### src/rtl/differentiation.sv
// First-difference stage: turns a stream of signed integrated samples into a
// scaled, saturated per-interval rate with valid/ready handshaking on both sides.
module differentiation #(
  parameter int IN_W  = 32,
  parameter int OUT_W = 16,
  parameter int SHIFT = 0
) (
  input  logic             clk,
  input  logic             rst_n,
  input  logic             clr,
  input  logic             in_valid,
  output logic             in_ready,
  input  logic [IN_W-1:0]  in_data,
  output logic             out_valid,
  input  logic             out_ready,
  output logic [OUT_W-1:0] out_data,
  output logic             out_sat,
  output logic             primed
);

  typedef enum logic {
    EMPTY  = 1'b0,
    PRIMED = 1'b1
  } state_e;

  localparam int UP_W = IN_W - OUT_W + 2;

  state_e             state_q, state_d;
  logic [IN_W-1:0]    prev_q, prev_d;
  logic               out_valid_q, out_valid_d;
  logic [OUT_W-1:0]   out_data_q, out_data_d;
  logic               out_sat_q, out_sat_d;

  logic               accept;
  logic               produce;
  logic signed [IN_W:0] diff;
  logic signed [IN_W:0] scaled;
  logic [UP_W-1:0]    upper;
  logic               in_range;
  logic [OUT_W-1:0]   sat_data;
  logic               sat_flag;

  // A full output register may still take a new sample in the cycle it drains.
  assign in_ready = !out_valid_q || out_ready;
  assign accept   = in_valid && in_ready;
  assign produce  = accept && (state_q == PRIMED) && !clr;

  // One extra bit keeps the difference exact for any pair of full-scale inputs.
  assign diff   = $signed({in_data[IN_W-1], in_data}) - $signed({prev_q[IN_W-1], prev_q});
  assign scaled = diff >>> SHIFT;

  // The value fits in OUT_W bits only if every bit above the output sign bit
  // matches it; otherwise the sign of the wide value picks the clip rail.
  assign upper    = scaled[IN_W:OUT_W-1];
  assign in_range = (upper == '0) || (upper == '1);

  always_comb begin
    sat_data = scaled[OUT_W-1:0];
    sat_flag = 1'b0;
    if (!in_range) begin
      sat_flag = 1'b1;
      sat_data = scaled[IN_W] ? {1'b1, {(OUT_W-1){1'b0}}} : {1'b0, {(OUT_W-1){1'b1}}};
    end
  end

  always_comb begin
    // NOTE: every _d gets a hold default first so no path through this block can infer a latch.
    state_d     = state_q;
    prev_d      = prev_q;
    out_valid_d = out_valid_q;
    out_data_d  = out_data_q;
    out_sat_d   = out_sat_q;

    if (out_valid_q && out_ready) out_valid_d = 1'b0;

    if (clr) begin
      state_d = EMPTY;
      prev_d  = '0;
    end

    if (accept) begin
      prev_d  = in_data;
      state_d = PRIMED;
    end

    if (produce) begin
      out_valid_d = 1'b1;
      out_data_d  = sat_data;
      out_sat_d   = sat_flag;
    end
  end

  // NOTE: state uses non-blocking assignments so every flop samples pre-edge values.
  always_ff @(posedge clk) begin
    if (!rst_n) begin
      state_q     <= EMPTY;
      prev_q      <= '0;
      out_valid_q <= 1'b0;
      out_data_q  <= '0;
      out_sat_q   <= 1'b0;
    end else begin
      state_q     <= state_d;
      prev_q      <= prev_d;
      out_valid_q <= out_valid_d;
      out_data_q  <= out_data_d;
      out_sat_q   <= out_sat_d;
    end
  end

  assign out_valid = out_valid_q;
  assign out_data  = out_data_q;
  assign out_sat   = out_sat_q;
  assign primed    = (state_q == PRIMED);

endmodule

### config.mk
export PLATFORM = sky130hd
export DESIGN_NAME = differentiation
export DESIGN_NICKNAME = d
export VERILOG_FILES = /design/src/rtl/differentiation.sv
export SDC_FILE = /design/constraint.sdc
export NUM_CORES = 1
export LEC_CHECK = 0
export BUFFER_PORTS_ARGS = -buffer_cell sky130_fd_sc_hd__buf_2
export CAP_MARGIN = 20
export CORE_UTILIZATION = 50
export CTS_CLUSTER_SIZE = 30
export DETAILED_ROUTE_END_ITERATION = 12
export GPL_TIMING_DRIVEN = 1
export PLACE_DENSITY = 0.81
export SYNTH_ARGS = -nofsm -noshare
export SYNTH_HDL_FRONTEND = slang
export SYNTH_SLANG_ARGS = --single-unit
### constraint.sdc
create_clock -name clk -period 4.6 [get_ports clk]
set_input_delay 0.92 -clock clk [delete_from_list [all_inputs] [get_ports clk]]
set_output_delay 0.92 -clock clk [all_outputs]
set_load 0.01 [all_outputs]
* Word level (Yosys, flattened, before mapping)
Cells that the tools add are included.
Operators by class: div/mod/pow operators 0, $mul 0, $lt $le $gt $ge 0, bitwise operators 0, add/sub/neg operators 1, shift operators 0, reductions and logical operators 11, equality and inequality tests 1, muxes and demuxes 9
Operators by type and width (count):
- 32-bit two-way mux | 2
- 32-bit by 32-bit subtractor with 33-bit output | 1
- 16-bit two-way mux | 2
- 18-bit equality test, second input constant | 1
- 18-bit logical NOT | 1
- 1-bit two-way mux | 5
- 1-bit logical AND | 4
- 2-bit nonzero test | 2
- 1-bit logical NOT | 2
- 1-bit logical OR | 2
Word-level totals: flip-flop bits (word level) 51, logic and storage cells 27, bits in writable memories 0, output and inout bits 20, bits in latches 0, memories 0, bits in read-only memories 0

* Longest topological paths before layout
Gate-level depths: netlist of run 1.
word-level depth 6, gate-level depth with buffers 16, depth with buffers taken out 14

* Worst setup path before layout of run 1
Ideal clock, no wire load.
path kind input to register, start point input in_data[0], end point register out_data_q[13] (netlist: out_data[13]), stages on the path 15, library setup time 70 ps, data arrival time 3967 ps, setup slack 564 ps, required time 4530 ps, cell sequence inv_1 -> ha_1 -> fa_1 -> nand2b_1 -> a21oi_1 -> o21ai_0 -> o21a_4 -> a21bo_2 -> a221oi_2 -> nand4_1 -> or4b_4 -> nor4_4 -> buf_6 -> o21ai_0 -> a21oi_1
On the way: longest elaborated chain between the ends 4
RTL lines:
- from (decl) | RTL line 13 | input logic [IN_W-1:0] in_data,
- 32-bit by 32-bit subtractor with 33-bit output (*) | RTL line 49 | assign diff = $signed({in_data[IN_W-1], in_data}) - $signed({prev_q[IN_W-1], prev_q});
- 18-bit equality test or 18-bit logical NOT (tied branches) | RTL line 55 | assign in_range = (upper == '0) || (upper == '1);
- 1-bit logical OR | RTL line 55
- 16-bit two-way mux (*) | RTL line 60 | if (!in_range) begin
- to (signal assigned) | RTL line 105 | out_data_q <= out_data_d;
- to (decl) | RTL line 31 | logic [OUT_W-1:0] out_data_q, out_data_d;
Mark *: on every way between the ends. The rest lies on a longest branch, timed or not. A chain may end at the register's enable or synchronous reset.

* Final worst setup path of run 1
start point input in_data[0], end point register out_sat_q (netlist: out_sat)
On the way: longest elaborated chain between the ends 4
RTL lines:
- 32-bit by 32-bit subtractor with 33-bit output (*) | RTL line 49
- 18-bit equality test or 18-bit logical NOT (tied branches) | RTL line 55
- 1-bit logical OR (*) | RTL line 55
- 1-bit two-way mux (*) | RTL line 60
- to (signal assigned) | RTL line 106 | out_sat_q <= out_sat_d;
- to (decl) | RTL line 32 | logic out_sat_q, out_sat_d;
Marks and branches as above.

==> results of run 1 <==
layer usage:
layer | part of all wire, % | up-vias | track usage (%)
met5 | 0 | - | 0
met1 | 46 | 1932 | 31.86
met3 | 4.8 | 25 | 3.907
li1 | - | 2078 | -
met4 | 1.7 | 0 | 7.955
met2 | 47 | 133 | 43.04
area by class of cell:
class,instances,area (µm²)
clock buffers,5,68.82
well taps,105,131.4
flip-flops and latches,51,1021
fillers,813,3597
inverters,40,150.1
multi-input cells,435,2952
repair buffers,63,332.8
clock inverters,3,46.29
critical path, delay by kind of cell:
family                   cells  cell delay (ns)
AND/OR/NAND/NOR              5             1.68
AO/OA/AOI/OAI                5             1.15
adder cells (fa/ha/maj)      2             0.61
buffers and inverters        2             0.13
XOR/XNOR                     1             0.11
stage by stage:
step / instance area (µm²) / hold slack (ns) / util [%]
floorplan: 4337 / 0.4738 / -
global placement: 4587 / 0.4906 / 55.27
detailed placement: 4587 / 0.4966 / 55.27
CTS: 4702 / 0.5211 / 56.66
global route: 4702 / 0.5372 / 56.66
finish: 4702 / 0.5231 / 56.66
registers in the layout, indices dropped and copies added (netlist names):
name	cells
out_sat	1
out_valid	1
prev_q	32
primed	1
out_data	16
synth_stat cells, types with 4 or more instances:
| library cell | number | area (µm²) |
|---|---|---|
| nand4_1 | 13 | 81.33 |
| xnor2_1 | 12 | 105.1 |
| o211ai_1 | 6 | 45.04 |
| nor2_1 | 23 | 86.33 |
| a21boi_0 | 37 | 277.8 |
| a31oi_1 | 6 | 37.54 |
| o21ai_1 | 4 | 20.02 |
| nand2b_1 | 9 | 56.30 |
| buf_6 | 7 | 78.83 |
| clkbuf_1 | 16 | 60.06 |
| xor2_1 | 12 | 105.1 |
| inv_1 | 40 | 150.1 |
| dfxtp_1 | 51 | 1021 |
| ha_1 | 32 | 400.4 |
| or3_1 | 32 | 200.2 |
| a21o_1 | 10 | 75.07 |
| nand3_1 | 12 | 60.06 |
| nor2b_1 | 4 | 25.02 |
| a21oi_1 | 50 | 250.2 |
| o21ai_0 | 42 | 210.2 |
| nor3_1 | 7 | 35.03 |
| buf_2 | 8 | 40.04 |
| nand2_1 | 57 | 214.0 |
kinds of logic after synthesis:
group | after synthesis
buf+inv | 75
fa+ha+maj | 33
compound gates | 190
xor+xnor | 24
mux | 2
flops | 51
simple gates | 186
worst min-delay path by stage:
stage	cells past startpoint	startpoint	endpoint	slack (ns)
floorplan	2	prev_q[0]	prev_q[0]	0.47
global placement	1	out_data[15]	out_data[15]	0.49
detailed placement	1	out_data[15]	out_data[15]	0.50
CTS	1	out_data[15]	out_data[15]	0.52
global route	2	prev_q[0]	prev_q[0]	0.54
finish	1	out_data[15]	out_data[15]	0.52
power by group:
group	internal [µW]	leakage (µW)	switching, µW
sequential	462	0.000418	7.23
combinational	175	0.00142	261
clock	164	0.0000548	175
==> results_dict.tcl, run 1 <==
set metrics [dict create \
    setup.worst_path.class "in2reg" \
    clock.fmax_mhz 228.2 \
    htreeDepth 2 \
    row_count 33 \
    final-max-slew-violation-count 0 \
    power.density_nw_per_um2 264.8 \
    slew_headroom_pct 29.40 \
    synth-compound-area-share_pct 29.89 \
    drtIter0Drc 185 \
    drt-pass1-iter-count 5 \
    cts_tree "done" \
    rsz0062_at_grt "no" \
    fin_setup_tns_ns 0 \
    syn_nets 631 \
    finalCritPeriodShare_pct 95.25 \
    hold_viol 0 \
    max_slew.worst_pin.slew_ns 1.055 \
    clk_pin_slew_ns 0.10 \
    dieArea_um2 9050 \
    synth_cell_types 72 \
    hp-class "reg2reg" \
    io_buffer_count 56 \
    yosys.area_share.adder_pct 9.694 \
    area_growth_pct 8.425 \
    drv_cap 0 \
    nets 666 \
    r2r_end "out_sat" \
    cp.required_ns 4.82 \
    drc 0 \
    drt-total-wl_mm 10.75 \
    synth_flop_cell "dfxtp_1" \
    synth-edff-count 0 \
    setup_viol 0 \
    postCtsSetupBuffers 0 \
    synth-simple-area-share_pct 23.11 \
    vias 4168 \
    gp_congestion 0.8750 \
    power_leakage_uw 0.001889 \
    peakVddDrop_uv 133.2 \
    setup_ws_ns 0.2184 \
    syn_area_per_cell_um2 7.730 \
    fin_cells 702 \
    insertedDiodeCount 0 \
    clkSinkCount 51 \
    regToRegStartpoint "prev_q[11]" \
    final_common_cell "nand2_1" \
    min_period_ns 4.382 \
    skew_ns 0.008677 \
    ctsResizeCount 0 \
    power.total_uw 1245 \
    hpwl_mm 8.023 \
    seq_area_frac_synth_pct 23.54 \
    place_ws_ns -0.05493 \
    synth_top_family_by_area "compound AO/OA/AOI/OAI gates" \
    grt_pass1_wl_mm 18.24 \
    synth_area_um2 4337 \
    antenna_found_initial 0 \
    cts-root-buf "clkbuf_8" \
    async_reset_ff_share_pct 0 \
    hold_buffers 0 \
    globalRouteOverflowTotal 0 \
    cts_buffer_depth 2 \
    slowest_delay_ns 0.56 \
    clkLatencyLatePin_ns 0.32 \
    routedWlPerCell_um 15.32 \
    grt_max_degree 64 \
    synth.area.mux_share_pct 0.4905 \
    cpMaxStageDelayCell "and4_1" \
    synth_cells 561 \
    track_usage_pct 25.05 \
    reg2reg_depth 13 \
    layout_common_cells "57 x nand2_1, 56 x buf_2, 51 x dfxtp_1" \
    endpoint_kind "register" \
    io_pins 57 \
    ys_ff_latch 51 \
    first_global_vias 3989 \
    critPathMaxFanout 16 \
    numCtsBuffers 5 \
    ant_nets 0 \
    ys_warn_count 0 \
    critPathLaunch "in_data[0]" \
    vias_per_cell 5.937 \
    crit_chain "buf_2 > inv_1 > ha_1 > fa_1 > nand2b_1 > a21oi_1 > o21ai_0 > o21a_4 > o21ai_2 > xor2_1 > or4_1 > nor4b_2 > and4_1 > nor2_1 > a31o_2" \
    critPathCapture "out_sat" \
    core_region_area_um2 8299 \
    die_h_um 95.13 \
    fp.dieW_um 95.13 \
    reg2reg_slack_ns 0.58 \
    worstPathArrival_ns 4.60 \
    start_util_pct 52.25 \
    status "finished, final reports clean" \
    synth-xor-area-share_pct 4.847 \
    dp_cells 694 \
    drive_gt1_share_pct 16.75 \
    cp-start-kind "primary input" \
]
Note: power is estimated with default switching activity, not from simulation.
==> inputs of run 2 (changes only) <==
--- a/config.mk
+++ b/config.mk
@@ -7,11 +7,13 @@
 export LEC_CHECK = 0
 export BUFFER_PORTS_ARGS = -buffer_cell sky130_fd_sc_hd__buf_2
 export CAP_MARGIN = 20
-export CORE_UTILIZATION = 50
+export CELL_PAD_IN_SITES_DETAIL_PLACEMENT = 1
+export CELL_PAD_IN_SITES_GLOBAL_PLACEMENT = 1
+export CORE_UTILIZATION = 43
 export CTS_CLUSTER_SIZE = 30
 export DETAILED_ROUTE_END_ITERATION = 12
 export GPL_TIMING_DRIVEN = 1
-export PLACE_DENSITY = 0.81
+export PLACE_DENSITY = 0.9
 export SYNTH_ARGS = -nofsm -noshare
 export SYNTH_HDL_FRONTEND = slang
 export SYNTH_SLANG_ARGS = --single-unit
==> run 2 against run 1 <==
  * Final cell count rose by 5.0%
  * First-iteration DRC count fell by 38%
  * Core utilization is 7.8 points lower
  * Sequential power hardly changed
  * Critical endpoint is now out_data[7]
  * Global-route usage about the same
==> results_dict.tcl, run 2 (synthesized netlist as in run 1, its figures left out) <==
set metrics [dict create \
    final_common_cell "nand2_1" \
    ctsResizeCount 0 \
    largest_reg_flops 32 \
    cp.required_ns 4.86 \
    clock.fmax_mhz 232.8 \
    multi_input_area_um2 2952 \
    rsz0062_at_grt "no" \
    nets 673 \
    n_fill_cell 1283 \
    hold_viol 0 \
    drtIter0Drc 115 \
    setup_viol 0 \
    skew_ns 0.01004 \
    worstPathArrival_ns 4.55 \
    numCtsBuffers 5 \
    clkLatencyLatePin_ns 0.32 \
    clk_pin_slew_ns 0.11 \
    endpoint_kind "register" \
    row_count 36 \
    routedWlPerCell_um 17.25 \
    die_h_um 102.4 \
    htreeDepth 2 \
    fin_setup_tns_ns 0 \
    ff_latch_area_um2 1021 \
    cpMaxStageDelayCell "or3b_2" \
    final-max-slew-violation-count 0 \
    start_util_pct 44.37 \
    grt_pass1_wl_mm 20.97 \
    core_region_area_um2 9774 \
    dieArea_um2 10490 \
    cp.buffers_inverters 2 \
    power_leakage_uw 0.001921 \
    grt_max_degree 64 \
    drt-total-wl_mm 12.71 \
    globalRouteOverflowTotal 0 \
    vias_per_cell 5.798 \
    vias 4273 \
    slowest_delay_ns 0.57 \
    critPathTopFamily "simple AND/OR/NAND/NOR gates" \
    first_global_vias 4444 \
    max_slew.worst_pin.slew_ns 1.004 \
    gp_congestion 0.9241 \
    cts-root-buf "clkbuf_8" \
    fin_area_um2 4772 \
    finalCritPeriodShare_pct 93.39 \
    power.total_uw 1219 \
    track_usage_pct 25.09 \
    postCtsSetupBuffers 0 \
    power.density_nw_per_um2 255.5 \
    area_growth_pct 10.04 \
    crit_top_cell "o21ai_0" \
    insertedDiodeCount 0 \
    setup.worst_path.class "in2reg" \
    crit_chain "buf_2 > ha_1 > a21oi_1 > nand2_1 > o21ai_0 > or3b_2 > a221oi_4 > o21ai_0 > xnor2_1 > or4b_4 > nor4_4 > buf_4 > o21ai_0 > a21oi_1" \
    cts_tree "done" \
    clkSinkCount 51 \
    hold_buffers 0 \
    layout_common_cells "57 x nand2_1, 56 x buf_2, 51 x dfxtp_1" \
    regMostFlops "prev_q" \
    drc 0 \
    hpwl_mm 9.658 \
    drv_cap 0 \
    fp.dieW_um 102.4 \
    ant_nets 0 \
    drt-pass1-iter-count 4 \
    hp-class "reg2reg" \
    antenna_found_initial 0 \
    cp-start-kind "primary input" \
    placed_cell_area_um2 4667 \
    critPathMaxFanout 8 \
    cts_buffer_depth 2 \
    status "finished, final reports clean" \
    peakVddDrop_uv 130.3 \
    io_buffer_count 56 \
    io_pins 57 \
    slew_headroom_pct 33.09 \
    drive_gt1_share_pct 17.72 \
    min_period_ns 4.296 \
]
[run 2: cell type report]
| class | instances | area share, % |
|---|---|---|
| clock buffer | 5 | 1.442 |
| clock inverter | 3 | 0.6030 |
| inverter | 40 | 3.146 |
| multi-input combinational | 435 | 61.85 |
| sequential | 51 | 21.39 |
| tap | 133 | 3.487 |
| timing repair buffer | 70 | 8.076 |
[run 2: through the flow]
| stage | worst slack [ns] | hold WS (ns) | instances | utilization [%] |
|---|---|---|---|---|
| finish | 0.3039 | 0.5199 | 737 | 48.82 |
| CTS | 0.3455 | 0.5250 | 736 | 48.75 |
| detailed placement | 0.006926 | 0.4985 | 728 | 47.75 |
| floorplan | 0.5637 | 0.4738 | 561 | - |
| global route | 0.1232 | 0.5410 | 737 | 48.82 |
| global placement | 0.1514 | 0.4747 | 728 | 47.75 |
[run 2: final timing paths]
kind	from	to	slack [ns]	cells after the start
max reg2reg	prev_q[6]	out_data[7]	0.65	14
max	in_data[6]	out_data[7]	0.30	14
min	out_data[15]	out_data[15]	0.52	1
min reg2reg	out_data[15]	out_data[15]	0.52	1
[run 2: power by group]
part	leakage (µW)	total (µW)	switching [µW]	internal, µW
sequential	0.000418	469	7.28	462
clock	0.0000502	291	178	113
combinational	0.00145	459	279	180
total	0.00192	1220	464	755
[run 2: per-layer routing]
metal	global-route usage [%]	vias up	routed length, µm
met2	45.69	91	6484
met5	0	-	0
met3	3.146	26	395
li1	-	2084	-
met4	6.813	0	242
met1	30.79	2072	5590
